--- src/rtl/axi_sram_slave.sv ---
// axi_sram_slave: single-outstanding AXI3 slave in front of a 32-bit wide
// synchronous SRAM (read data valid the cycle after ram_en).
// Optional feature macro: AXI_SRAM_SLAVE_DECERR_EN -- start addresses beyond
// the SRAM window answer DECERR and never touch the SRAM; without it the upper
// address bits are dropped and accesses alias into the SRAM.
module axi_sram_slave #(
  parameter int MEM_AW = 16
) (
  input  logic              aclk,
  input  logic              areset,
  // AR channel
  input  logic [3:0]        arid,
  input  logic [31:0]       araddr,
  input  logic [7:0]        arlen,
  input  logic [2:0]        arsize,
  input  logic [1:0]        arburst,
  input  logic              arvalid,
  output logic              arready,
  // R channel
  output logic [3:0]        rid,
  output logic [31:0]       rdata,
  output logic [1:0]        rresp,
  output logic              rlast,
  output logic              rvalid,
  input  logic              rready,
  // AW channel
  input  logic [3:0]        awid,
  input  logic [31:0]       awaddr,
  input  logic [7:0]        awlen,
  input  logic [2:0]        awsize,
  input  logic [1:0]        awburst,
  input  logic              awvalid,
  output logic              awready,
  // W channel
  input  logic [3:0]        wid,
  input  logic [31:0]       wdata,
  input  logic [3:0]        wstrb,
  input  logic              wlast,
  input  logic              wvalid,
  output logic              wready,
  // B channel
  output logic [3:0]        bid,
  output logic [1:0]        bresp,
  output logic              bvalid,
  input  logic              bready,
  // SRAM port
  output logic              ram_en,
  output logic [3:0]        ram_wen,
  output logic [MEM_AW-1:0] ram_addr,
  output logic [31:0]       ram_wdata,
  input  logic [31:0]       ram_rdata
);

  typedef enum logic [2:0] {IDLE, RD_ADDR, RD_DATA, WR_DATA, WR_RESP} state_e;

  localparam logic [1:0] BURST_FIXED = 2'b00;
  localparam logic [1:0] RESP_OKAY   = 2'b00;
  localparam logic [1:0] RESP_SLVERR = 2'b10;
  localparam logic [1:0] RESP_DECERR = 2'b11;

  state_e            state_q, state_d;
  logic              wr_last_q, wr_last_d;   // 1: write channel was granted last
  logic [3:0]        id_q, id_d;
  logic [MEM_AW-1:0] addr_q, addr_d;
  logic [7:0]        len_q, len_d;
  logic [1:0]        burst_q, burst_d;
  logic [7:0]        beat_q, beat_d;
  logic              err_q, err_d;           // wlast disagreed with the beat count
  logic              dec_q, dec_d;           // transaction decodes outside the SRAM
  logic              rd_first_q, rd_first_d; // first cycle of RD_DATA: SRAM output is live
  logic [31:0]       rdata_q, rdata_d;

  logic              ar_dec, aw_dec, last_beat;
  logic [31:0]       rd_word;
  logic [MEM_AW-1:0] addr_next;

`ifdef AXI_SRAM_SLAVE_DECERR_EN
  assign ar_dec = (araddr[31:MEM_AW+2] != '0);
  assign aw_dec = (awaddr[31:MEM_AW+2] != '0);
`else
  assign ar_dec = 1'b0;
  assign aw_dec = 1'b0;
`endif

  // Size, write id and the unused address bits carry no meaning here.
  logic unused_ok;
  assign unused_ok = ^{arsize, awsize, wid, araddr, awaddr};

  assign last_beat = (beat_q == len_q);
  assign addr_next = (burst_q == BURST_FIXED) ? addr_q
                                              : addr_q + {{(MEM_AW-1){1'b0}}, 1'b1};
  assign rd_word   = dec_q ? 32'd0 : ram_rdata;

  // While the beat is first presented the SRAM output is shown directly; the
  // hold register keeps it stable for any following stall cycles.
  assign rdata = rd_first_q ? rd_word : rdata_q;
  assign rid   = id_q;
  assign bid   = id_q;
  assign rlast = (state_q == RD_DATA) && last_beat;
  assign rresp = (state_q == RD_DATA && dec_q) ? RESP_DECERR : RESP_OKAY;
  assign bresp = (state_q != WR_RESP) ? RESP_OKAY   :
                 dec_q                ? RESP_DECERR :
                 err_q                ? RESP_SLVERR : RESP_OKAY;
  assign ram_addr  = addr_q;
  assign ram_wdata = wdata;

  // Next-state, handshake and SRAM strobe decode.
  always_comb begin
    // NOTE: every output of this block gets a default first, so no path can
    // leave one unassigned and infer a latch.
    state_d    = state_q;
    wr_last_d  = wr_last_q;
    id_d       = id_q;
    addr_d     = addr_q;
    len_d      = len_q;
    burst_d    = burst_q;
    beat_d     = beat_q;
    err_d      = err_q;
    dec_d      = dec_q;
    rdata_d    = rdata_q;
    rd_first_d = (state_q == RD_ADDR);
    arready    = 1'b0;
    awready    = 1'b0;
    rvalid     = 1'b0;
    wready     = 1'b0;
    bvalid     = 1'b0;
    ram_en     = 1'b0;
    ram_wen    = 4'b0000;

    case (state_q)
      IDLE: begin
        arready = arvalid && (!awvalid || wr_last_q);
        awready = awvalid && (!arvalid || !wr_last_q);
        if (arready) begin
          id_d      = arid;
          addr_d    = araddr[MEM_AW+1:2];
          len_d     = arlen;
          burst_d   = arburst;
          beat_d    = 8'd0;
          dec_d     = ar_dec;
          wr_last_d = 1'b0;
          state_d   = RD_ADDR;
        end else if (awready) begin
          id_d      = awid;
          addr_d    = awaddr[MEM_AW+1:2];
          len_d     = awlen;
          burst_d   = awburst;
          beat_d    = 8'd0;
          err_d     = 1'b0;
          dec_d     = aw_dec;
          wr_last_d = 1'b1;
          state_d   = WR_DATA;
        end
      end
      RD_ADDR: begin
        ram_en  = !dec_q;
        state_d = RD_DATA;
      end
      RD_DATA: begin
        rvalid = 1'b1;
        if (rd_first_q) rdata_d = rd_word;
        if (rready) begin
          if (last_beat) begin
            state_d = IDLE;
          end else begin
            beat_d  = beat_q + 8'd1;
            addr_d  = addr_next;
            state_d = RD_ADDR;
          end
        end
      end
      WR_DATA: begin
        wready = 1'b1;
        if (wvalid) begin
          ram_en  = !dec_q;
          ram_wen = dec_q ? 4'b0000 : wstrb;
          if (wlast != last_beat) err_d = 1'b1;
          if (last_beat) begin
            state_d = WR_RESP;
          end else begin
            beat_d = beat_q + 8'd1;
            addr_d = addr_next;
          end
        end
      end
      WR_RESP: begin
        bvalid = 1'b1;
        if (bready) state_d = IDLE;
      end
      default: state_d = IDLE;
    endcase

    // Nothing is accepted and the SRAM is left alone while reset is applied.
    if (areset) begin
      arready = 1'b0;
      awready = 1'b0;
      wready  = 1'b0;
      ram_en  = 1'b0;
      ram_wen = 4'b0000;
    end
  end

  // State and transaction registers with synchronous reset.
  always_ff @(posedge aclk) begin
    // NOTE: non-blocking assignments here so every register samples the
    // pre-edge values, independent of statement order.
    if (areset) begin
      state_q    <= IDLE;
      wr_last_q  <= 1'b1;
      id_q       <= 4'd0;
      addr_q     <= '0;
      len_q      <= 8'd0;
      burst_q    <= 2'b00;
      beat_q     <= 8'd0;
      err_q      <= 1'b0;
      dec_q      <= 1'b0;
      rd_first_q <= 1'b0;
      rdata_q    <= 32'd0;
    end else begin
      state_q    <= state_d;
      wr_last_q  <= wr_last_d;
      id_q       <= id_d;
      addr_q     <= addr_d;
      len_q      <= len_d;
      burst_q    <= burst_d;
      beat_q     <= beat_d;
      err_q      <= err_d;
      dec_q      <= dec_d;
      rd_first_q <= rd_first_d;
      rdata_q    <= rdata_d;
    end
  end

endmodule

--- config.mk ---
export PLATFORM = sky130hd
export DESIGN_NAME = axi_sram_slave
export DESIGN_NICKNAME = d
export VERILOG_FILES = /design/src/rtl/axi_sram_slave.sv
export SDC_FILE = /design/constraint.sdc
export NUM_CORES = 1
export LEC_CHECK = 0
export ABC_AREA = 1
export BUFFER_PORTS_ARGS = -buffer_cell sky130_fd_sc_hd__buf_2
export CAP_MARGIN = 5
export CORE_AREA = 4 4 108 110
export DETAILED_ROUTE_END_ITERATION = 7
export DIE_AREA = 0 0 112 114
export GPL_ROUTABILITY_DRIVEN = 0
export PLACE_DENSITY = 0.81
export SYNTH_ARGS = -nofsm -noshare
export SYNTH_HDL_FRONTEND = slang
export SYNTH_SLANG_ARGS = --single-unit
export TNS_END_PERCENT = 10
--- constraint.sdc ---
create_clock -name aclk -period 4.5 [get_ports aclk]
set_input_delay 0.225 -clock aclk [delete_from_list [all_inputs] [get_ports aclk]]
set_output_delay 0.225 -clock aclk [all_outputs]
set_load 0.02 [all_outputs]
Word-level counts from Yosys, hierarchy flattened
Cells that the tools add are included.
{"block": "totals", "reg_bits": 77, "in_bits": 178, "output_inout_bits": 103}
{"block": "op_classes", "addsub": 2, "eq_ne": 15, "mux": 56, "n_reduce_logical": 19}
{"cell": "$mux W16", "count": 6}
{"cell": "$mux W32", "count": 2}
{"cell": "$mux W8", "count": 7}
{"cell": "$pmux W16 S3", "count": 1}
{"cell": "$mux W4", "count": 6}
{"cell": "$pmux W8 S3", "count": 1}
{"cell": "$mux W1", "count": 18}
{"cell": "$mux W3", "count": 6}
{"cell": "$add A16 B1 Y16 const B", "count": 1}
{"cell": "$pmux W3 S5", "count": 1}
{"cell": "$ne A2 B2 Y1 const B", "count": 7}
{"cell": "$mux W2", "count": 6}
{"cell": "$reduce_and A5 Y1", "count": 2}
{"cell": "$add A8 B1 Y8 const B", "count": 1}
{"cell": "$eq A8 B8 Y1", "count": 1}
{"cell": "$eq A3 B2 Y1 const B", "count": 2}
{"cell": "$ne A3 B3 Y1 const B", "count": 2}
{"cell": "$logic_and A1 B1 Y1", "count": 4}
{"cell": "$logic_not A1 Y1", "count": 4}
{"cell": "$pmux W1 S2", "count": 2}
{"cell": "$reduce_and A4 Y1", "count": 1}
{"cell": "$reduce_bool A2 Y1", "count": 2}
{"cell": "$eq A3 B1 Y1 const B", "count": 1}
{"cell": "$eq A3 B3 Y1 const B", "count": 1}
{"cell": "other kinds (6)", "count": 7}

Depth between registers and ports, before layout
{"block": "logic_depth", "ltp_word": 6, "depth_mapped": 12, "mapped_depth_nobuf": 12}

Least setup slack after synthesis
Ideal clock, no wire load.
{"block": "synth_path", "kind": "register to output", "startpoint": "reg state_q[2]", "endpoint": "out ram_wen[0]", "t_arrival_ns": 1.512, "required_time_ns": 4.275, "slack_ns": 2.763, "stages_incl_launch_ff": 8, "path_cell_list": "dfxtp_1 > inv_2 > nand2_2 > nor2_1 > inv_1 > nor2_1 > nand2_1 > nor2_1"}
{"block": "synth_between", "elab_chain_len": 3}
{"item": "start: declaration", "line_no": "61", "source": "state_e state_q, state_d;"}
{"item": "start signal: assignment", "line_no": "220", "source": "state_q <= state_d;"}
{"item": "$eq A3 B2 Y1", "line_no": "130", "source": "case (state_q)"}
{"item": "$mux W4", "line_no": "130"}
{"item": "$mux W4", "line_no": "194", "source": "if (areset) begin"}
{"item": "end: declaration", "line_no": "48", "source": "output logic [3:0] ram_wen,"}
Every way passes these cells.

Worst setup path after layout
{"block": "layout_path", "startpoint": "reg state_q[1]", "endpoint": "reg addr_q[15], in the netlist ram_addr[15]"}
{"block": "layout_between", "elab_chain_len": 3}
{"item": "$eq A3 B2 Y1 / $logic_not A3 Y1 (equally long branches)", "line_no": "130"}
{"item": "$ne A2 B2 Y1 (no line) (tied with other cells)"}
{"item": "$reduce_and A4 Y1 (no line)"}
{"item": "end signal: assignment", "line_no": "223", "source": "addr_q <= addr_d;"}
{"item": "end: declaration", "line_no": "64", "source": "logic [MEM_AW-1:0] addr_q, addr_d;"}
Several ways; a longest one is shown, not always the timed one.
A chain may end at the register's enable or synchronous reset.

==> flow_summary_export.csv <==
group,metric,value,unit
pwr,ir_worst_vdd,292.3,uV
grt,grt_pass1_wl,20600,um
logic_synthesis,synth_top_cells_by_area,"dfxtp_1 (32%), nand2_1 (15%), o21ai_0 (12%)",
route,drtPass1Iterations,5,
pwr,switchingPower,0.001647,W
clocking,cts.sinks,76,
route,totalWireLength,12870,um
floorplanning,die_y,114,um
critical_path,endpoint_kind,"flop",
logic_synthesis,synth.most_common_cell,"nand2_1",
clocking,root_buffer,"clkbuf_8",
sta,finalMaxSlewViolations,0,
clocking,clk_latency,0.35,ns
logic_synthesis,avgSynthCellArea,6.138,um2
route,avgRoutedWirePerCell,12.49,um
place,post-place-cells,1014,
finish,nFillCells,1094,
floorplanning,start_util,0.4423,
logic_synthesis,syn_area,0.004732,mm2
pwr,comb_power_share,0.524,
floorplanning,core-area,0.01070,mm2
sta,fin_skew,0.01116,ns
clocking,cts_buffer_depth,2,
clocking,cts_tree,"done",
route,drcViolationCount,0,
place,pre_cts_slack,1.887,ns
clocking,clkTransAtPathRegs,0.09,ns
grt,first_global_vias,4465,
place,port_buffers,171,
route,final_antenna_net_count,0,
sta,period_share,0.5804,
sta,whs,0.1719,ns
sta,slew_headroom,0.2265,
floorplanning,row_count,38,
logic_synthesis,synth_warnings,0,
logic_synthesis,netlist.area_leader.share,0.3215,
pwr,p_int,0.001726,W
clocking,htreeDepth,3,
critical_path,worst_ep_arrival_time,2.90,ns
logic_synthesis,ys_ff_latch,76,
finish,final_nets,1065,
logic_synthesis,synthTopCellsByCount,"nand2_1 (194), o21ai_0 (109), nor2_1 (94), inv_1 (92), dfxtp_1 (76)",
finish,final_layout_size_suffix_gt1_frac,0.2360,
sta,final.setup.worst_slack,1.888,ns
finish,multi_input_area,0.002414,mm2
pwr,netSwitchingFraction,0.4883,
flow_run,timing.max_cap.violations,0,
floorplanning,io-pin-count,281,
sta,fmax,382.9,MHz
pwr,powerDensity,606.1,mW/mm2
grt,grt.total_usage,0.1958,
finish,area_delta_synth_final,17.64,%
floorplanning,dieWidth,112,um
critical_path,worstPathRequired,4.79,ns
critical_path,rr_worst_depth,12,
critical_path,path_max_fanout,67,
route,dr_total_vias,4976,
logic_synthesis,synth_cell_types,35,
critical_path,start_kind,"flop",
clocking,holdBufCountCts,0,
finish,final_cells,1030,
pwr,p_seq_frac,0.314,
pwr,power,0.003374,W
finish,diodes,0,
grt,grt-ovfl-total,0,
grt,grt_max_degree,69,
pwr,p_leak,2.776,nW
finish,seqCellArea,0.001521,mm2
sta,period_minus_slack,2.612,ns
sta,grt_setup_unrepaired,"false",
logic_synthesis,syn_inst,771,
place,post-dp-hpwl,9453,um
sta,setup_tns,0,ns
sta,tightest_slew,1.159,ns
clocking,cts_resized,0,
hold_path,worstHoldPathCells,4,
floorplanning,die-area,0.01277,mm2
logic_synthesis,yosysSeqAreaShare,0.3215,
logic_synthesis,ys.flop_type,"dfxtp_1",
route,routed_via_density,4.831,
run_status,status,"finished, final reports clean",
sta,setup_viol,0,
pwr,p_clk_frac,0.163,
route,drtIter0Drc,261,
hold_path,hp-class,"primary input to flop",
logic_synthesis,synth-edff-count,0,
logic_synthesis,synth-async-reset-ratio,0,
sta,finalHoldViolations,0,
clocking,postCtsSetupRepairBufs,0,
logic_synthesis,post-synth-top-area-cell,"dfxtp_1",
grt,antenna_found_initial,0,
clocking,cts_buffers,9,
critical_path,crit_type,"flop to flop",
==> cell usage in the layout (no fill, tap or decap), drive strengths merged, types with 4 or more instances in the layout <==
master  count
nand2     197
buf       176
o21ai     109
nor2       99
inv        97
dfxtp      76
a21oi      51
nand3      22
nor3       15
clkbuf      9
nand4       7
xor2        5
xnor2       4
==> layer usage <==
| metal | share of wire | up-vias | wire (um) | global-route usage |
|---|---|---|---|---|
| met4 | 0.031 | 0 | 395 | 0.08814 |
| met1 | 0.43 | 2167 | 5475 | 0.2395 |
| met2 | 0.47 | 160 | 6087 | 0.3273 |
| li1 | - | 2615 | - | - |
| met3 | 0.071 | 34 | 909 | 0.04828 |
| met5 | 0 | - | 0 | 0 |
==> state kept, by name (all words and copies together) (netlist names) <==
signal	cells
rdata_q	32
ram_addr	16
beat_q	8
len_q	8
bid	4
state_q	3
burst_q	2
err_q	1
rd_first_q	1
wr_last_q	1
==> through the flow <==
step	utilization	area, um2
finish	0.5204	5567
global route	0.5204	5567
global placement	0.5011	5360
CTS	0.5204	5567
detailed placement	0.5011	5360
floorplan	-	4740
==> cell type report <==
class	count	area share
clock buffers	9	0.02225
repair buffers	176	0.1605
clock inverters	7	0.01483
multi-input cells	527	0.4336
inverters	95	0.06406
flip-flops and latches	76	0.2733
well taps	140	0.03147
==> power groups by stage <==
stage          clock, W  sequential, W  combinational (W)
5_1_grt        0.000592        0.00109            0.00200
6_report       0.000549        0.00106            0.00177
3_3_place_gp          0        0.00106            0.00175
4_1_cts        0.000564        0.00106            0.00178
2_1_floorplan         0        0.00110            0.00133
3_5_place_dp          0        0.00107            0.00177
==> worst paths after layout <==
| check | endpoint | slack (ns) | from |
|---|---|---|---|
| hold / removal | state_q[2]$_SDFFE_PP0P_ | 0.17 | bready |
| hold reg to reg | rdata_q[0]$_SDFFE_PP0P_ | 0.45 | rdata_q[0]$_SDFFE_PP0P_ |
| setup / recovery | ram_addr[15]$_SDFFE_PP0P_ | 1.89 | state_q[1]$_SDFFE_PP0P_ |
| setup reg to reg | ram_addr[15]$_SDFFE_PP0P_ | 1.89 | state_q[1]$_SDFFE_PP0P_ |
==> critical path, cell delays in order, from the launching register on <==
cell,delay [ns]
dfxtp_1,0.36
inv_2,0.17
nor2_8,0.11
nand2_2,0.08
buf_4,0.45
nor2_1,0.11
nor2_2,0.12
nand2_2,0.08
nor2_4,0.19
nand3_2,0.48
nand2_1,0.19
nand2_1,0.07
nor2_1,0.12
==> logic make-up after synthesis <==
logic type	share of synthesized area
xor gates and xnor gates	0.01666
AOI/OAI and AO/OA	0.1817
DFF	0.3215
other	0.0007925
adders and majority gates	0.005287
and+or+nand+nor	0.3035
buffers and inverters	0.1705
Note: power is estimated with default switching activity, not from simulation.
